--- src/rtl/turn_timer_ctrl.sv ---
// Two-player turn timer: 1 s prescaler, per-turn seconds countdown and turn FSM driving the digit renderer.
// Latency: every output is registered one cycle after the state/counter update it reflects.
// Backpressure: none; Start/Jugada are single-cycle pulses, Pausa is a level that freezes the countdown.
module turn_timer_ctrl #(
  parameter int TICK_DIV = 25000000,
  parameter int INIT_SEC = 9
) (
  input  logic       Clk,
  input  logic       Reset,
  input  logic       Start,
  input  logic       Jugada,
  input  logic       Pausa,
  output logic [3:0] Numero,
  output logic       RojoA,
  output logic       RojoB,
  output logic       TimeoutA,
  output logic       TimeoutB,
  output logic       Busy
);

  localparam int            PW       = $clog2(TICK_DIV);
  localparam logic [PW-1:0] PRE_LAST = PW'(TICK_DIV - 1);
  localparam logic [3:0]    INIT     = 4'(INIT_SEC);

  typedef enum logic [1:0] {
    IDLE,
    TURN_A,
    TURN_B,
    TIMEOUT
  } state_t;

  state_t        state_q, state_d;
  logic [PW-1:0] pre_q, pre_d;
  logic [3:0]    cnt_q, cnt_d;
  logic          toa_q, toa_d;
  logic          tob_q, tob_d;
  logic          in_turn;
  logic          tick;

  // One-second tick only advances while a turn is running and not paused.
  assign in_turn = (state_q == TURN_A) || (state_q == TURN_B);
  assign tick    = in_turn && !Pausa && (pre_q == PRE_LAST);

  // State register: turn state, prescaler, seconds counter and sticky timeout flags.
  always_ff @(posedge Clk) begin
    if (Reset) begin
      state_q <= IDLE;
      pre_q   <= '0;
      cnt_q   <= INIT;
      toa_q   <= 1'b0;
      tob_q   <= 1'b0;
    end else begin
      state_q <= state_d;
      pre_q   <= pre_d;
      cnt_q   <= cnt_d;
      toa_q   <= toa_d;
      tob_q   <= tob_d;
    end
  end

  // Next-state logic; priority Start > Jugada > tick. Expiry is declared on the tick after the
  // counter reached 0, so the 0 stays on screen for a full second.
  always_comb begin
    state_d = state_q;
    pre_d   = pre_q;
    cnt_d   = cnt_q;
    toa_d   = toa_q;
    tob_d   = tob_q;
    if (Start) begin
      state_d = TURN_A;
      cnt_d   = INIT;
      pre_d   = '0;
      toa_d   = 1'b0;
      tob_d   = 1'b0;
    end else if (in_turn) begin
      if (Jugada) begin
        state_d = (state_q == TURN_A) ? TURN_B : TURN_A;
        cnt_d   = INIT;
        pre_d   = '0;
      end else if (tick) begin
        pre_d = '0;
        if (cnt_q == 4'd0) begin
          state_d = TIMEOUT;
          toa_d   = toa_q | (state_q == TURN_A);
          tob_d   = tob_q | (state_q == TURN_B);
        end else begin
          cnt_d = cnt_q - 4'd1;
        end
      end else if (!Pausa) begin
        pre_d = pre_q + 1'b1;
      end
    end
  end

  // Registered output decode for the renderer.
  always_ff @(posedge Clk) begin
    if (Reset) begin
      Numero   <= INIT;
      RojoA    <= 1'b0;
      RojoB    <= 1'b0;
      TimeoutA <= 1'b0;
      TimeoutB <= 1'b0;
      Busy     <= 1'b0;
    end else begin
      Numero   <= in_turn ? cnt_q : ((state_q == TIMEOUT) ? 4'd0 : INIT);
      RojoA    <= (state_q == TURN_A) || toa_q;
      RojoB    <= (state_q == TURN_B) || tob_q;
      TimeoutA <= toa_q;
      TimeoutB <= tob_q;
      Busy     <= in_turn;
    end
  end

endmodule
--- config.mk ---
export PLATFORM = sky130hd
export DESIGN_NAME = turn_timer_ctrl
export DESIGN_NICKNAME = d
export VERILOG_FILES = /design/src/rtl/turn_timer_ctrl.sv
export SDC_FILE = /design/constraint.sdc
export NUM_CORES = 1
export LEC_CHECK = 0
export ABC_CLOCK_PERIOD_IN_PS = 2300
export CAP_MARGIN = 10
export CORE_UTILIZATION = 28
export CTS_CLUSTER_DIAMETER = 120
export CTS_CLUSTER_SIZE = 24
export DETAILED_ROUTE_END_ITERATION = 12
export GPL_TIMING_DRIVEN = 0
export PLACE_DENSITY_LB_ADDON = 0.2
export SKIP_LAST_GASP = 1
export SYNTH_ARGS = -nofsm -noshare
export SYNTH_HDL_FRONTEND = slang
export SYNTH_SLANG_ARGS = --single-unit
--- constraint.sdc ---
create_clock -name Clk -period 2.3 [get_ports Clk]
set_input_delay 0.69 -clock Clk [delete_from_list [all_inputs] [get_ports Clk]]
set_output_delay 0.69 -clock Clk [all_outputs]
set_load 0.05 [all_outputs]
==> results of run 1 <==
## cell usage after synthesis, types with 2 or more instances
library cell / number
or2_2: 3
or4_4: 2
buf_2: 2
or4_1: 2
nor4_1: 5
o31ai_1: 3
nand3_1: 10
inv_1: 7
nand2b_1: 4
nor3_1: 10
a31o_2: 2
o21ai_0: 5
a21oi_1: 6
xnor2_1: 12
nor2b_1: 5
nor2_1: 36
and3_1: 2
clkbuf_1: 6
nor4b_1: 2
buf_6: 2
ha_1: 6
nand2_1: 18
dfxtp_1: 42
nand4_1: 9
a31oi_1: 5
a211o_1: 4
xor2_1: 6
## cell usage in the layout, fill, tap and decap left out, types with 6 or more instances in the layout
master           Yosys  final
nand3_1             10     10
dfxtp_1             42     41
ha_1                 6      6
xor2_1               6      6
nand2_1             18     18
clkdlybuf4s50_1      0     11
inv_1                7      7
a21oi_1              6      6
nor2_1              36     35
nor3_1              10      9
xnor2_1             12     12
nand4_1              9      9
## registers in the layout (all words and copies together), names as in the netlist
name	cells
toa_q	1
state_q	2
pre_q	25
tob_q	1
Numero	4
RojoB	1
TimeoutB	1
RojoA	1
Busy	1
TimeoutA	1
cnt_q	4
## report_power, final
group | internal (W) | switching [W] | total [W] | leakage (nW)
logic | 0.0000383 | 0.0000741 | 0.000112 | 0.357
clock network | 0.000435 | 0.000273 | 0.000708 | 0.0683
registers | 0.000733 | 0.00000443 | 0.000738 | 0.339
total | 0.00121 | 0.000351 | 0.00156 | 0.764
## through the flow
stage	util, %	total power (W)	worst slack, ps
final	35.62	0.001558	124.8
after global routing	35.62	0.001631	54.31
after CTS	35.32	0.001584	-64.78
after detailed placement	32.99	0.0008640	-403.5
after global placement	32.99	0.0008647	-416.1
after floorplan	-	0.0008282	83.20
## logic make-up (layout without fill, tap and decap cells)
kind of cell	after synthesis	after routing	synth area share [%]
AO/OA/AOI/OAI	33	33	11.78
XOR/XNOR	18	18	7.688
adder cells (fa/ha/maj)	6	6	3.661
buffers and inverters	17	37	3.966
flip-flops	42	42	41.00
AND/OR/NAND/NOR	119	119	31.91
## final timing paths
path	to	slack, ps	from
max	pre_q[15]	120	state_q[0]
max reg2reg	pre_q[15]	120	state_q[0]
min reg2reg	TimeoutB	490	tob_q
min	TimeoutB	490	tob_q
## final cells by class
type                       instances  area share, %
inverter                           7          1.062
clock inverter                     3          2.782
sequential                        42          34.04
tap                               96          4.856
multi-input combinational        176          47.14
clock buffer                       5          2.782
timing repair buffer              13          5.109
buffer                             9          2.226
## critical path, cell delays in order (launching register included)
cell	delay, ps
dfxtp_2	370
inv_1	60
ha_1	340
or4_4	590
or4_4	500
nand2b_4	150
a21oi_2	110
## repair_timing
action / in CTS / in global routing
resized for setup: 6 / 6
pin swaps: 1 / 2
endpoints found under the setup margin: 23 / 14
buffers inserted: 1 / 0
gates cloned: 0 / 0
## per-layer routing
metal / vias to the layer above / GRT usage [%] / part of all wire [%]
met5: - / 0 / 0
met4: 0 / 5.216 / 1.6
met3: 9 / 2.922 / 3.0
met2: 24 / 19.39 / 44
met1: 751 / 17.03 / 51
li1: 867 / - / -
==> metrics.yaml, run 1 <==
critical_path:
  arrival_ps: 2420
  required_ps: 2540
  critPathKind: "flop to flop"
  r2r_cells: 6
  crit_path_end_kind: "flop"
  cp_max_fo: 5
  critPathLaunchType: "flop"
global_routing:
  grt_pass1_wl_mm: 7.389
  grt_max_degree: 15
  grt-ovfl-total: 0
  grt_usage_pct: 12.61
  antenna_found_initial: 0
  grt_pass1_vias: 1512
sta:
  hold-worst-slack_ps: 487.4
  fin_tns_setup_ps: 0
  finalSetupViolations: 0
  hold_viol: 0
  max_freq_mhz: 459.7
  tightest_slew_ps: 808.3
  skew_ps: 11.60
  slew_headroom_pct: 45.99
  fin_crit_ps: 2175
  maxSlewViolCount: 0
  rsz0062_at_grt: "no"
  period_share_pct: 94.57
logic_synthesis:
  synthArstFlopShare_pct: 0
  synth.avg_cell_area_sq_um: 8.726
  mappedNetlistArea_sq_mm: 0.002051
  synth-edff-count: 0
  ys.warnings.count: 0
  yosysSeqAreaShare_pct: 41.00
  yosys.cell_types.count: 46
  syn-num-nets: 246
  synth-main-ff-cell: "dfxtp_1"
  synth.largest_area_cell: "dfxtp_1"
  syn_inst: 235
  ys_seq_elements: 42
  synth.top_cell.area_share_pct: 41.00
  synth_area_leaders: "dfxtp_1 (41%), nor2_1 (6.6%), xnor2_1 (5.1%)"
min_path:
  holdPathStages: 1
  hold_class: "flop to flop"
floorplanning:
  chipHeight_um: 87.58
  core_sq_mm: 0.006944
  die_area_sq_mm: 0.007670
  fp.dieW_um: 87.58
  num_io_pins: 14
  start_util_pct: 29.53
  rows: 30
drt:
  routed_wl_mm: 4.429
  first_iter_violations: 70
  drcViolationCount: 0
  ant_nets: 0
  wire_per_inst_um: 12.62
  vias: 1651
  firstDrtPassIters: 4
  viasPerCell: 4.704
final_layout:
  seq_area_sq_um: 842.1
  multiInputGateArea_sq_mm: 0.001166
  fin_nets: 265
  area_growth_pct: 20.62
  n_fill_cell: 724
  antenna_cells: 0
  drive_above_1_share_pct: 14.51
  final_cells: 351
  stdcell_area_sq_mm: 0.002474
clocking:
  numCtsBuffers: 5
  cts.root.buffer_cell: "clkbuf_8"
  cts_htree_levels: 2
  clock_sinks: 42
  cts.clk_slew.worst_paths_ps: 90
  tritoncts: "yes"
  clock_path_buffers: 2
  postCtsHoldBufs: 0
  clock_latency_ps: 300
power:
  power_density_mw_per_mm2: 629.8
  power_leakage_nw: 0.7643
  max-vdd-ir-drop_v: 0.0003406
placed_design:
  place_area_sq_mm: 0.002291
  hpwl_mm: 3.112
  dp_cells: 343
  portBuffers: 12
  gp_congestion: 0.8349
run_status:
  outcome: "complete, no violations"
run:
  cap_violations: 0
Note: power is estimated with default switching activity, not from simulation.
==> inputs of run 2 (changes only) <==
Settings changed: PLACE_DENSITY set to 0.54, PLACE_DENSITY_LB_ADDON 0.2 to unset, SETUP_SLACK_MARGIN set to 0.3, SLEW_MARGIN set to 5.
==> metrics.yaml, run 2 (same netlist as run 1, synthesis figures left out) <==
power:
  swShare_pct: 24.02
  clockPowerShare_pct: 39.7
  switchingPower_w: 0.0003508
  power_density_mw_per_mm2: 516.0
  power_leakage_nw: 0.9591
  p_int_w: 0.001110
  combPwrFrac_pct: 10.2
  pwr-share-seq_pct: 50.1
  max-vdd-ir-drop_v: 0.0002805
drt:
  wire_per_inst_um: 13.17
  routed_wl_mm: 4.873
  first_iter_violations: 141
  firstDrtPassIters: 4
  ant_nets: 0
  viasPerCell: 4.941
  drcViolationCount: 0
  vias: 1828
critical_path:
  cp_max_fo: 4
  cp_slowest_stage_delay_ps: 540
  r2r_slack_ps: 280
  critPathKind: "flop to flop"
  arrival_ps: 2250
  required_ps: 2540
  r2r_cells: 6
  rr_startpoint: "state_q[0]"
  critPathLaunchType: "flop"
  crit_chain: "inv_2 -> ha_4 -> or4_4 -> or4_4 -> nand2b_4 -> a21oi_2"
  r2r_end: "pre_q[15]"
  crit_top_cell: "or4_4"
  crit_path_end_kind: "flop"
  critPathSlowestCell: "or4_4"
global_routing:
  grt_max_degree: 14
  grt_usage_pct: 13.70
  grt-ovfl-total: 0
  grt_pass1_vias: 1676
  grt_pass1_wl_mm: 8.024
  antenna_found_initial: 0
final_layout:
  layout_common_cells: "dfxtp_1 (29), nor2_1 (29), nand2_1 (18)"
  final_cells: 370
  top_regs: "pre_q x25, Numero x4, cnt_q x4"
  n_fill_cell: 696
  drive_above_1_share_pct: 32.85
  largest_reg_flops: 25
  area_growth_pct: 38.01
  antenna_cells: 0
  seq_area_sq_um: 869.6
  fin_nets: 284
  multiInputGateArea_sq_mm: 0.001324
  fin_util_pct: 40.76
  top_register: "pre_q"
sta:
  rsz0062_at_grt: "yes"
  period_share_pct: 87.62
  fin_crit_ps: 2015
  fin_tns_setup_ps: 0
  max_freq_mhz: 496.2
  maxSlewViolCount: 0
  hold_viol: 0
  finalSetupViolations: 0
  slew_headroom_pct: 51.04
  tightest_slew_ps: 734.4
  skew_ps: 7.582
min_path:
  hold_path_end: "TimeoutB"
  holdPathStages: 1
  hold_start: "tob_q"
  hold_class: "flop to flop"
clocking:
  clock_sinks: 42
  cts.clk_slew.worst_paths_ps: 80
  cts.root.buffer_cell: "clkbuf_8"
  numCtsBuffers: 5
  clock_path_buffers: 2
  cts_htree_levels: 2
  clock_latency_ps: 300
  tritoncts: "yes"
  postCtsHoldBufs: 0
run:
  cap_violations: 0
placed_design:
  dp_cells: 343
  hpwl_mm: 3.015
  gp_congestion: 0.8136
  portBuffers: 12
floorplanning:
  core_sq_mm: 0.006944
  start_util_pct: 29.53
  num_io_pins: 14
  rows: 30
  fp.dieW_um: 87.58
  die_area_sq_mm: 0.007670
  chipHeight_um: 87.58
run_status:
  outcome: "complete, no violations"
-- run 2: cell types whose count changed in the layout (fill, tap and decap cells not counted), sizes merged --
cell           previous run  this run
buf                       5        24
clkdlybuf4s50            11         2
dlygate4sd2               1         9
bufinv                    2         1
clkbuf                   10        11
clkinv                    1         2
-- run 2: per-stage QoR --
step	total power (W)	cell area (sq um)	setup slack (ps)	hold slack, ps
after floorplan	0.0008314	2092	196.2	430.1
after global placement	0.0008660	2332	-367.1	467.0
after detailed placement	0.0008647	2332	-362.6	472.2
after CTS	0.001463	2659	198.0	484.9
after global routing	0.001515	2830	202.6	501.9
final	0.001461	2830	284.7	483.2
-- run 2: layout make-up --
class	count	share of cell area, %
multi-input cells	176	46.77
clock inverters	3	1.415
flip-flops and latches	42	30.73
repair buffers	31	9.859
plain buffers	10	3.625
inverters	7	0.9284
clock buffers	5	2.431
well taps	96	4.244
-- run 2: per-layer routing --
metal,GRT usage (%),share of wire [%],up-vias,wire length (um)
met5,0,0,-,0
met4,5.216,1.7,0,85
met3,3.770,3.5,12,172
met2,22.16,47,36,2272
met1,17.40,48,870,2343
li1,-,-,910,-
-- run 2: worst max-delay path by stage --
stage                    start        end  slack [ps]  cells past startpoint
floorplan               Jugada  pre_q[15]         200                      6
CTS                      Pausa  pre_q[15]         200                      6
global placement         Pausa  pre_q[15]        -370                      6
finish              state_q[0]  pre_q[15]         280                      6
detailed placement       Pausa  pre_q[15]        -360                      6
global route          pre_q[2]  pre_q[22]         200                      8
-- run 2: timing repair --
item | CTS | global route
pin swaps | 3 | 21
gates cloned | 2 | 0
resized for setup | 46 | 33
setup endpoints to repair | 42 | 33
buffers inserted | 9 | 8
-- run 2: power groups by stage --
stage	combinational [W]	sequential [W]	clock (W)
finish	0.000149	0.000732	0.000579
global route	0.000161	0.000733	0.000622
CTS	0.000138	0.000731	0.000594
detailed placement	0.000110	0.000755	0
global placement	0.000111	0.000754	0
floorplan	0.0000662	0.000765	0
-- run 2: worst max-delay path, delay by kind of cell (launching register included) --
family	cells	cell delay [ps]
buf+inv	1	50
flops	1	340
fa+ha+maj	1	260
compound gates	1	110
simple gates	3	1190
==> inputs of run 3 (changes only) <==
Settings changed: CAP_MARGIN 10 to 25.
==> results of run 3 <==
Same layout as run 2: the final DEF is identical, and so are final timing and power.
